## src/rtl/core_dual_issue.sv

```systemverilog
// Dual-issue in-order issue stage: picks 0/1/2 instructions from the FIFO head
// using pair hazard rules and a scoreboard of in-flight long-latency writes.
module core_dual_issue #(
  parameter int PAYLOAD_WIDTH = 128,
  parameter int NREG          = 32
) (
  input  logic                       clk,
  input  logic                       rst,
  input  logic                       flush_i,
  input  logic [1:0]                 inst_valid_i,
  input  logic [2*PAYLOAD_WIDTH-1:0] payload_i,
  input  logic [9:0]                 r0_i,
  input  logic [9:0]                 r1_i,
  input  logic [9:0]                 w_i,
  input  logic [1:0]                 long_lat_i,
  input  logic [1:0]                 single_i,
  output logic [1:0]                 read_num_o,
  output logic [1:0]                 issue_valid_o,
  output logic [2*PAYLOAD_WIDTH-1:0] issue_payload_o,
  input  logic                       issue_ready_i,
  input  logic [1:0]                 wb_valid_i,
  input  logic [9:0]                 wb_reg_i,
  output logic [31:0]                stall_cnt_o
);

  logic [NREG-1:0] sb;
  logic [NREG-1:0] sb_set;
  logic [NREG-1:0] sb_clr;
  logic [NREG-1:0] sb_next;

  logic [4:0] s0_r0, s0_r1, s0_w;
  logic [4:0] s1_r0, s1_r1, s1_w;
  logic [4:0] wb0_reg, wb1_reg;

  logic load;
  logic hit0, hit1;
  logic pair_raw, pair_waw;
  logic issue0, issue1;

  logic [2*PAYLOAD_WIDTH-1:0] payload_next;

  assign s0_r0   = r0_i[4:0];
  assign s0_r1   = r1_i[4:0];
  assign s0_w    = w_i[4:0];
  assign s1_r0   = r0_i[9:5];
  assign s1_r1   = r1_i[9:5];
  assign s1_w    = w_i[9:5];
  assign wb0_reg = wb_reg_i[4:0];
  assign wb1_reg = wb_reg_i[9:5];

  function automatic logic sb_hit(input logic [NREG-1:0] board,
                                  input logic [4:0] a,
                                  input logic [4:0] b,
                                  input logic [4:0] d);
    sb_hit = ((a != 5'd0) && board[a]) ||
             ((b != 5'd0) && board[b]) ||
             ((d != 5'd0) && board[d]);
  endfunction

  assign load = !issue_valid_o[0] || issue_ready_i;

  // Hazards look only at the registered scoreboard, so wb_* never reaches read_num_o.
  assign hit0 = sb_hit(sb, s0_r0, s0_r1, s0_w);
  assign hit1 = sb_hit(sb, s1_r0, s1_r1, s1_w);

  assign pair_raw = (s0_w != 5'd0) && ((s1_r0 == s0_w) || (s1_r1 == s0_w));
  assign pair_waw = (s0_w != 5'd0) && (s1_w == s0_w);

  assign issue0 = !rst && inst_valid_i[0] && load && !flush_i && !hit0;

  assign issue1 = issue0 && inst_valid_i[1] &&
                  !single_i[0] && !single_i[1] &&
                  !hit1 &&
                  !(long_lat_i[0] && long_lat_i[1]) &&
                  !pair_raw && !pair_waw;

  assign read_num_o = issue1 ? 2'd2 : (issue0 ? 2'd1 : 2'd0);

  always_comb begin
    sb_set = '0;
    sb_clr = '0;
    if (issue0 && long_lat_i[0] && (s0_w != 5'd0)) sb_set[s0_w] = 1'b1;
    if (issue1 && long_lat_i[1] && (s1_w != 5'd0)) sb_set[s1_w] = 1'b1;
    if (wb_valid_i[0]) sb_clr[wb0_reg] = 1'b1;
    if (wb_valid_i[1]) sb_clr[wb1_reg] = 1'b1;
    // Set is applied after clear so a same-cycle set of the same bit wins.
    sb_next    = (sb & ~sb_clr) | sb_set;
    sb_next[0] = 1'b0;
  end

  always_comb begin
    payload_next = '0;
    if (issue0) payload_next[PAYLOAD_WIDTH-1:0] = payload_i[PAYLOAD_WIDTH-1:0];
    if (issue1) payload_next[2*PAYLOAD_WIDTH-1:PAYLOAD_WIDTH] =
                  payload_i[2*PAYLOAD_WIDTH-1:PAYLOAD_WIDTH];
  end

  always_ff @(posedge clk) begin
    if (rst) begin
      sb <= '0;
    end else if (flush_i) begin
      sb <= '0;
    end else begin
      sb <= sb_next;
    end
  end

  always_ff @(posedge clk) begin
    if (rst) begin
      issue_valid_o   <= '0;
      issue_payload_o <= '0;
    end else if (flush_i) begin
      issue_valid_o <= '0;
    end else if (load) begin
      issue_valid_o   <= {issue1, issue0};
      issue_payload_o <= payload_next;
    end
  end

  always_ff @(posedge clk) begin
    if (rst) begin
      stall_cnt_o <= '0;
    end else if (inst_valid_i[0] && (read_num_o == 2'd0) && !flush_i &&
                 (stall_cnt_o != '1)) begin
      stall_cnt_o <= stall_cnt_o + 32'd1;
    end
  end

endmodule

```

## config.mk

```make
export PLATFORM = sky130hd
export DESIGN_NAME = core_dual_issue
export DESIGN_NICKNAME = d
export VERILOG_FILES = /design/src/rtl/core_dual_issue.sv
export SDC_FILE = /design/constraint.sdc
export NUM_CORES = 1
export LEC_CHECK = 0
export BUFFER_PORTS_ARGS = -buffer_cell sky130_fd_sc_hd__buf_4
export CAP_MARGIN = 20
export CORE_MARGIN = 2
export CORE_UTILIZATION = 25
export DETAILED_ROUTE_END_ITERATION = 10
export PLACE_DENSITY = 0.56
export SYNTH_ARGS = -nofsm -noshare
export SYNTH_HDL_FRONTEND = slang
export SYNTH_SLANG_ARGS = --single-unit
```

## constraint.sdc

```tcl
create_clock -name clk -period 12.11 [get_ports clk]
set_input_delay 2.422 -clock clk [delete_from_list [all_inputs] [get_ports clk]]
set_output_delay 2.422 -clock clk [all_outputs]
set_load 0.005 [all_outputs]
```

==> impl_results.md, run 1 <==
* Die Ht at 238 um
* Setup Skew at 0.0110 ns
* Flop pwr share at 43.0%
* # resized after CTS at 0
* Htree depth at 2
* Fmax at 128 MHz
* Placed cell count at 2,550
* R2R setup slack at 7.09 ns
* CTS root buf: clkbuf_16
* Worst Setup SP: r1_i[1]
* Clock Tree Buf Depth at 3
* Die area at 56,700 um2
* Clock latency on the worst-skew pair at 0.54 ns
* Yosys reg bits at 321
* Critical Path Sink: read_num_o[1]
* CTS sink cnt at 321
* Net Count, Synth at 1,688
* Commonest non-fill, non-tap cell in the layout: buf_4
* Reg-to-Reg Start: sb[11]
* Largest net degree at the start of global routing at 104
* Final-stage net count at 2,208
* Top-Level Pins at 600
* CORE AREA at 54,000 um2
* Fillers at 5,450
* R2R depth at 9
* First-pass GRT wire length at 82,200 um
* Antenna Nets Post-Route at 0
* Final period util at 64.6%
* Max Cap Violations at 0
* Min-delay worst type: flip-flop to flip-flop
* P per Cell Area at 125 nW/um2
* Nature of the critical path endpoint: output port
* Register area share after synthesis at 46.9%
* Detailed-placement wirelength estimate at 40,300 um
* Clock power frac at 48.6%
* CTS hold repair buffers at 0
* Syn avg cell area at 9.94 um2
* RSZ-0062 raised after global routing: no
* Static leakage at 8.27 nW
* Final hold violation count at 0
* Worst Setup Start Kind: input port
* GRT Total Usage at 18.7%
* Post-synth EDFFs at 0
* FFs w/ async S/R, synth at 0%
* DRC at 0
* # port buffers at 599
* Fin crit period at 7.83 ns
* Chip Width at 238 um
* Top_reg_cell synth: dfxtp_1
* Final setup vio count at 0
* Critical R2R Capture: stall_cnt_o[23]
* Average vias per placed instance at 5.21
* CTS clock-pin slew for the worst setup and hold paths at 0.05 ns
* P_sw at 0.576 mW
* Fraction of final layout cells sized beyond drive strength 1 at 38.2%
* Worst Hold Launch: issue_payload_o[191]
* Initial antenna violation count at 0
* Sw frac at 23.1%
* Cells after Synth at 1,379
* Detailed Route Iter0 Violations at 804
* Vias at 13,700
* VDD IR-drop max at 0.0895 mV
* Slew Limit Fails at 0
* Drt total wl at 56,400 um
* Data required, critical path at 9.69 ns
* GP Congestion at 0.897
* Slew @ Worst Pin at 1.19 ns
* Vias in the first global route at 13,300
* Cell variety after synth at 58
* Post-route insts no fill at 2,623
* Slew margin rel. at 20.3%
* Comb pwr share at 8.4%
* Most frequent cells in the layout: 606 x buf_4, 321 x dfxtp_1, 160 x nor2_1
* FP Rows at 85
* Ys Warns at 0
* Critical Path AT at 5.40 ns
* Total grt overflow at 0
* Initial Utilization at 25.4%
* DRT Pass-1 Iters at 6
* Setup Fix Bufs, Post-CTS at 0
* Layout area overhead at 45.2%
* Worst setup path class: input port to output port
* Total CTS buffers at 39
* Cell Area, Synth at 13,700 um2
* Internal cell power at 1.92 mW
* Total negative slack at 0 ns
* CTS tree: yes
* Crit-path max FO at 31
* Status: finished clean
* WL/cell at 21.5 um
through the flow:
stage | cell area (um2) | hold slack, ns | util (%) | setup slack, ns | total power, mW
finish | 19900 | 0.470 | 36.8 | 4.28 | 2.50
global route | 19900 | 0.490 | 36.8 | 4.11 | 2.59
CTS | 19800 | 0.476 | 36.7 | 3.69 | 2.53
detailed placement | 18500 | 0.457 | 34.3 | 3.70 | 1.30
floorplan | 13700 | 0.460 | - | 4.97 | 1.18
global placement | 18500 | 0.457 | 34.3 | 3.75 | 1.30
synth_stat cells, types with 8 or more instances:
library cell	instances	share of area, %
dfxtp_1	321	47
clkbuf_1	76	2.1
buf_1	15	0.41
a22oi_1	129	7.1
buf_2	26	0.95
a221oi_1	33	2.1
nor3b_1	18	0.99
a22o_1	128	8.2
nand2_1	64	1.8
or3_1	19	0.87
or4_1	9	0.49
xnor2_1	12	0.77
o22ai_1	8	0.37
and3b_1	8	0.51
mux2_2	16	1.3
nand4_1	20	0.91
mux2i_1	30	2.2
nor2_1	161	4.4
o31ai_1	39	2.1
a21oi_1	27	0.99
nor2b_1	20	0.91
buf_6	13	1.1
mux4_2	33	5.4
nor3_1	10	0.37
nand3_1	21	0.77
a31oi_1	30	1.4
and3_1	8	0.37
o21ai_0	18	0.66
nor4_1	8	0.37
inv_1	8	0.22
final cells by class:
type	instances	area, um2	share of cell area, %
Tap cell	696	871	4.38
Timing Repair Buffer	611	4610	23.2
Clock buffer	55	1150	5.77
Clock inverter	13	186	0.937
Inverter	9	35.0	0.176
Sequential cell	321	6430	32.3
Antenna cell	1	2.50	0.0126
Multi-Input combinational cell	917	6620	33.3
layer usage:
metal | part of all wire, % | track usage (%) | vias to the layer above
met2 | 49 | 31.6 | 635
met1 | 39 | 22.5 | 6611
met4 | 3.5 | 7.12 | 0
met3 | 8.7 | 5.17 | 133
met5 | 0 | 0 | -
li1 | - | - | 6276
critical path, cell delays in order:
cell and delay (ns):
buf_4 0.16, mux2i_1 0.12, mux4_2 0.48, mux2_2 0.29, o21ai_1 0.23, or3_1 0.19, or2_1 0.54, clkinv_2 0.59
buf_4 0.35
how the worst min path moves through the flow:
stage	endpoint	slack [ns]	depth (start not counted)
2_1_floorplan	issue_valid_o[1]	0.46	2
3_3_place_gp	issue_payload_o[250]	0.46	1
3_5_place_dp	issue_payload_o[188]	0.46	1
4_1_cts	issue_payload_o[227]	0.48	1
5_1_grt	issue_payload_o[210]	0.49	1
6_report	issue_payload_o[191]	0.47	1
sequential cells by signal (all words and copies together) (netlist names):
register	flops
issue_payload_o	256
stall_cnt_o	32
sb	31
issue_valid_o	2
power groups by stage:
stage,combinational (mW),clock [mW],sequential (mW)
2_1_floorplan,0.0873,0,1.10
3_3_place_gp,0.205,0,1.10
3_5_place_dp,0.208,0,1.10
4_1_cts,0.209,1.25,1.07
5_1_grt,0.226,1.29,1.07
6_report,0.210,1.21,1.07
cell families (layout without fill, tap and decap cells):
family,after synthesis,count (layout),synth area share [%]
AOI/OAI and AO/OA,430,430,24.1
xor gates and xnor gates,12,12,0.767
adders and majority gates,1,1,0.0913
buffers and inverters,141,688,4.93
DFF,321,321,46.9
muxes,79,79,8.93
other,0,1,0
and+or+nand+nor,395,395,14.3
Power figures use the tool's default switching activity.
==> run 2: changes to the inputs <==
PLACE_DENSITY = 0.57   (was 0.56)
clock period = 6.55 ns   (was 12.11 ns; I/O delays follow)
==> impl_results.md, run 2 (same netlist as run 1, synthesis figures left out) <==
* Final period util at 74.6%
* Setup Skew at 0.0194 ns (+0.00842 ns)
* Status: finished clean
* Vias at 13,600 (-0.37%)
* CORE AREA at 54,000 um2 (unchanged)
* Htree depth at 2 (unchanged)
* Layout area overhead at 44.6%
* Clock Tree Buf Depth at 3 (unchanged)
* First-pass GRT wire length at 83,000 um (+0.96%)
* Initial Utilization at 25.4% (unchanged)
* Worst Setup Start Kind: input port
* CTS tree: yes
* DRC at 0 (unchanged)
* Clock latency on the worst-skew pair at 0.54 ns (about the same)
* CTS root buf: clkbuf_16
* # resized after CTS at 0 (unchanged)
* Reg-to-Reg Start: sb[11]
* Antenna Nets Post-Route at 0 (unchanged)
* Number of flip-flops in the largest register at 256 (unchanged)
* CTS hold repair buffers at 0 (unchanged)
* Post-layout power at 4.49 mW (+80%)
* Final-stage net count at 2,209 (+0.045%)
* Fmax at 205 MHz
* Slew @ Worst Pin at 1.20 ns (+0.00722 ns)
* Min-delay worst type: flip-flop to flip-flop
* R2R setup slack at 2.51 ns (-4.58 ns)
* Die Ht at 238 um (unchanged)
* Hold WS at 0.472 ns (+0.00179 ns)
* Slew margin rel. at 20.0% (-0.31 points)
* WL/cell at 21.4 um (-0.36%)
* Total negative slack at 0 ns (unchanged)
* VDD IR-drop max at 0.181 mV (+100%)
* Diode count at 0 (-1)
* CTS sink cnt at 321 (unchanged)
* Biggest register: issue_payload_o
* Data required, critical path at 5.24 ns (-4.45 ns)
* Commonest non-fill, non-tap cell in the layout: buf_4
* Critical Path AT at 3.57 ns (-1.83 ns)
* GP Congestion at 0.881 (-1.8%)
* Top-Level Pins at 600 (unchanged)
* Nature of the critical path endpoint: output port
* Worst Setup Slack, final at 1.67 ns (-2.62 ns)
* FP Rows at 85 (unchanged)
* P per Cell Area at 226 nW/um2 (+81%)
* Fin crit period at 4.88 ns
* DRT Pass-1 Iters at 5 (-1)
* Initial antenna violation count at 0 (unchanged)
* # port buffers at 599 (unchanged)
* Worst setup path class: input port to output port
* Fin area at 19,800 um2 (-0.38%)
* Average vias per placed instance at 5.18 (-0.41%)
* RSZ-0062 raised after global routing: no
* Max Cap Violations at 0 (unchanged)
* Most frequent cells in the layout: 609 x buf_4, 321 x dfxtp_1, 160 x nor2_1
* Detailed Route Iter0 Violations at 864 (+7.5%)
* Critical Path Sink: read_num_o[1]
* Chip Width at 238 um (unchanged)
* Die area at 56,700 um2 (unchanged)
* Static leakage at 8.22 nW (-0.57%)
* Fraction of final layout cells sized beyond drive strength 1 at 38.1% (-0.14 points)
* GRT Total Usage at 18.7% (about the same)
* Slew Limit Fails at 0 (unchanged)
* CTS clock-pin slew for the worst setup and hold paths at 0.05 ns (about the same)
* Vias in the first global route at 13,500 (+2.0%)
* Crit-path max FO at 6 (-81%)
* Final hold violation count at 0 (unchanged)
* Final setup vio count at 0 (unchanged)
* R2R depth at 10 (+1)
* Cell Area, Placed at 18,600 um2 (+0.34%)
* Fillers at 5,467 (+0.31%)
* Total grt overflow at 0 (unchanged)
* Dpl ws at 1.51 ns (-2.19 ns)
* Largest net degree at the start of global routing at 214 (+110%)
* Setup Fix Bufs, Post-CTS at 0 (unchanged)
* Detailed-placement wirelength estimate at 40,500 um (+0.67%)
* Total CTS buffers at 39 (unchanged)
* Largest regs: issue_payload_o x256, stall_cnt_o x32, sb x31
* Critical R2R Capture: issue_payload_o[243]
* Drt total wl at 56,200 um (-0.32%)
* Worst Setup SP: r0_i[0]
==> run 2: cell count changes in the layout (fill, tap and decap cells not counted), moves of 2 or more <==
| cell | previous run | this run |
|---|---|---|
| clkinvlp_4 | 1 | 3 |
| clkbuf_1 | 6 | 10 |
| clkbuf_8 | 9 | 4 |
| clkinv_2 | 6 | 8 |
| buf_4 | 606 | 609 |
| bufinv_16 | 4 | 2 |
==> run 2: per-layer routing <==
layer / GRT usage (%) / part of all wire (%) / routed length [um] / vias up
li1: - / - / - / 6279
met1: 22.0 / 39 / 21700 / 6617
met2: 32.8 / 51 / 28400 / 599
met3: 5.24 / 8.2 / 4600 / 109
met4: 5.57 / 2.7 / 1500 / 0
met5: 0 / 0 / 0 / -
==> run 2: report_power, final <==
part | internal [mW] | leakage (nW) | switching [mW]
clock network | 1.25 | 0.606 | 0.863
logic | 0.198 | 5.03 | 0.192
registers | 1.97 | 2.59 | 0.0131
total | 3.42 | 8.22 | 1.07
==> run 2: worst min path at each step <==
stage,start,end,cells after the start
after global placement,issue_payload_o[169],issue_payload_o[169],1
after detailed placement,issue_payload_o[203],issue_payload_o[203],1
after CTS,issue_payload_o[142],issue_payload_o[142],1
after global routing,issue_payload_o[219],issue_payload_o[219],1
after floorplan,issue_valid_o[1],issue_valid_o[1],2
final,issue_payload_o[153],issue_payload_o[153],1
==> run 2: stage by stage <==
step | util (%) | instances
2_1_floorplan | - | 1379
3_3_place_gp | 34.3 | 2554
3_5_place_dp | 34.4 | 2555
4_1_cts | 36.7 | 2624
5_1_grt | 36.7 | 2624
6_report | 36.7 | 2624
==> run 2: area by class of cell <==
type	instances	area, um2	share of cell area (%)
clock buffer	54	1090	5.52
inverter	9	35.0	0.177
tap	696	871	4.39
sequential	321	6430	32.4
clock inverter	15	151	0.764
multi-input combinational	917	6620	33.4
timing repair buffer	612	4620	23.3
==> run 2: worst max-delay path: stages <==
cell       delay [ns]
buf_4            0.16
mux4_2           0.52
and3_4           0.19
a2111oi_4        0.30
nand4_1          0.21
or3_1            0.37
or2_1            0.27
clkinv_2         0.09
buf_4            0.14
==> run 3: changes to the inputs <==
clock period = 4.3 ns   (was 6.55 ns; I/O delays follow)
==> impl_results.md, run 3 (same netlist as run 1, synthesis figures left out) <==
* Total CTS buffers at 37 (-5.1%)
* FP Rows at 85 (unchanged)
* Critical path cell sequence: buf_4 -> mux4_2 -> and3_4 -> a2111oi_4 -> nand4_1 -> or3_1 -> or2_1 -> clkinv_2 -> buf_4
* P per Cell Area at 335 nW/um2 (+48%)
* GRT Total Usage at 18.7% (+0.066 points)
* Worst setup path class: input port to output port
* Biggest register: issue_payload_o
* Slew @ Worst Pin at 1.11 ns (-0.0946 ns)
* Setup Fix Bufs, Post-CTS at 0 (unchanged)
* CTS clock-pin slew for the worst setup and hold paths at 0.05 ns (about the same)
* Min-delay worst type: flip-flop to flip-flop
* Max stage delay cell, worst path: mux4_2
* DRT Pass-1 Iters at 6 (+1)
* CTS root buf: clkbuf_16
* Cell Area, Placed at 18,800 um2 (+0.98%)
* Diode count at 0 (unchanged)
* Crit-path max FO at 6 (unchanged)
* Htree depth at 2 (unchanged)
* Total negative slack at 0 ns (unchanged)
* Drt total wl at 56,100 um (-0.20%)
* Most frequent cells in the layout: 620 x buf_4, 321 x dfxtp_1, 160 x nor2_1
* Number of flip-flops in the largest register at 256 (unchanged)
* Die area at 56,700 um2 (unchanged)
* Largest net degree at the start of global routing at 172 (-20%)
* GP Congestion at 0.901 (+2.2%)
* Initial Utilization at 25.4% (unchanged)
* Fillers at 5,517 (+0.91%)
* Final hold violation count at 0 (unchanged)
* CORE AREA at 54,000 um2 (unchanged)
* Crit-path leading delay family: simple AND/OR/NAND/NOR gates
* Largest regs: issue_payload_o x256, stall_cnt_o x32, sb x31
* CTS tree: yes
* WL/cell at 21.3 um (-0.61%)
* Chip Width at 238 um (unchanged)
* Status: finished clean
* Fin area at 19,900 um2 (+0.44%)
* Final-stage net count at 2,223 (+0.63%)
* Layout area overhead at 45.3%
* Critical Path AT at 3.16 ns (-0.41 ns)
* VDD IR-drop max at 0.251 mV (+38%)
* Vias at 13,700 (+0.69%)
* First-pass GRT wire length at 83,100 um (+0.13%)
* Slew Limit Fails at 0 (unchanged)
* # resized after CTS at 0 (unchanged)
* CTS hold repair buffers at 0 (unchanged)
* # port buffers at 599 (unchanged)
* Clock Tree Buf Depth at 3 (unchanged)
* Antenna Nets Post-Route at 0 (unchanged)
* Setup Skew at 0.0165 ns (-0.00287 ns)
* Top-Level Pins at 600 (unchanged)
* Most frequent CP cell: buf_4
* Final period util at 93.5%
* Fmax at 249 MHz
* Average vias per placed instance at 5.20 (+0.27%)
* Detailed-placement wirelength estimate at 40,500 um (about the same)
* Fraction of final layout cells sized beyond drive strength 1 at 38.4% (+0.35 points)
* Worst path max stage delay at 0.52 ns (about the same)
* Fin crit period at 4.02 ns
* Met1 wire length at 21,700 um (+0.25%)
* Max Cap Violations at 0 (unchanged)
* Total grt overflow at 0 (unchanged)
* Initial antenna violation count at 0 (unchanged)
* DR top layer: met4
* CTS sink cnt at 321 (unchanged)
* Clock latency on the worst-skew pair at 0.54 ns (about the same)
* Met2 routed WL at 27,800 um (-2.2%)
* Static leakage at 8.29 nW (+0.86%)
* RSZ-0062 raised after global routing: no
* Slew margin rel. at 26.1% (+6.1 points)
* Final setup vio count at 0 (unchanged)
* Metal3 WL at 4480 um (-2.6%)
* Worst path bufs/invs at 3 (unchanged)
* Worst Setup Start Kind: input port
* Vias in the first global route at 13,500 (-0.081%)
* Data required, critical path at 3.44 ns (-1.80 ns)
* Detailed Route Iter0 Violations at 982 (+14%)
* DRC at 0 (unchanged)
* Nature of the critical path endpoint: output port
* Commonest non-fill, non-tap cell in the layout: buf_4
* Die Ht at 238 um (unchanged)
==> run 3: cell count changes in the layout (fill, tap and decap cells not counted) <==
cell        delta
buf_4         +11
buf_12         +5
clkinvlp_4     -3
clkbuf_16      -2
clkinv_2       +2
inv_6          -2
bufinv_16      -1
clkbuf_8       +1
o311ai_0       -1
o311ai_1       +1
==> run 3: worst paths after layout <==
check                               to  slack, ns  cells past startpoint            startpoint
setup reg to reg       stall_cnt_o[17]       1.00                      9                 sb[3]
hold / removal    issue_payload_o[203]       0.47                      1  issue_payload_o[203]
setup / recovery         read_num_o[1]       0.28                      9               r0_i[0]
hold reg to reg   issue_payload_o[203]       0.47                      1  issue_payload_o[203]
==> run 3: stage by stage <==
step	std cells	power (mW)	hold WS [ns]	setup slack, ns	util (%)
final	2635	6.67	0.471	0.278	36.8
after detailed placement	2571	3.69	0.455	0.274	34.7
after global placement	2571	3.68	0.457	0.251	34.7
after floorplan	1379	3.33	0.460	0.282	-
after global routing	2635	6.93	0.484	0.167	36.8
after CTS	2635	6.77	0.476	0.263	36.8
==> run 3: power breakdown <==
| part | leakage (nW) | switching [mW] | internal (mW) |
|---|---|---|---|
| clock | 0.572 | 1.27 | 1.77 |
| sequential | 2.59 | 0.0196 | 3.00 |
| combinational | 5.13 | 0.296 | 0.308 |
==> run 3: layer usage <==
| layer | global-route usage [%] | vias up |
|---|---|---|
| met4 | 7.46 | 0 |
| met1 | 22.5 | 6655 |
| met5 | 0 | - |
| li1 | - | 6317 |
| met3 | 4.69 | 123 |
| met2 | 32.0 | 603 |
==> run 3: cell type report <==
cell class              count  area [um2]  share of cell area (%)
repair buffers            628        4810                    24.1
multi-input cells         917        6620                    33.3
inverters                   9        35.0                   0.176
clock buffers              53        1060                    5.31
clock inverters            11        91.3                   0.459
flip-flops and latches    321        6430                    32.3
well taps                 696         871                    4.37
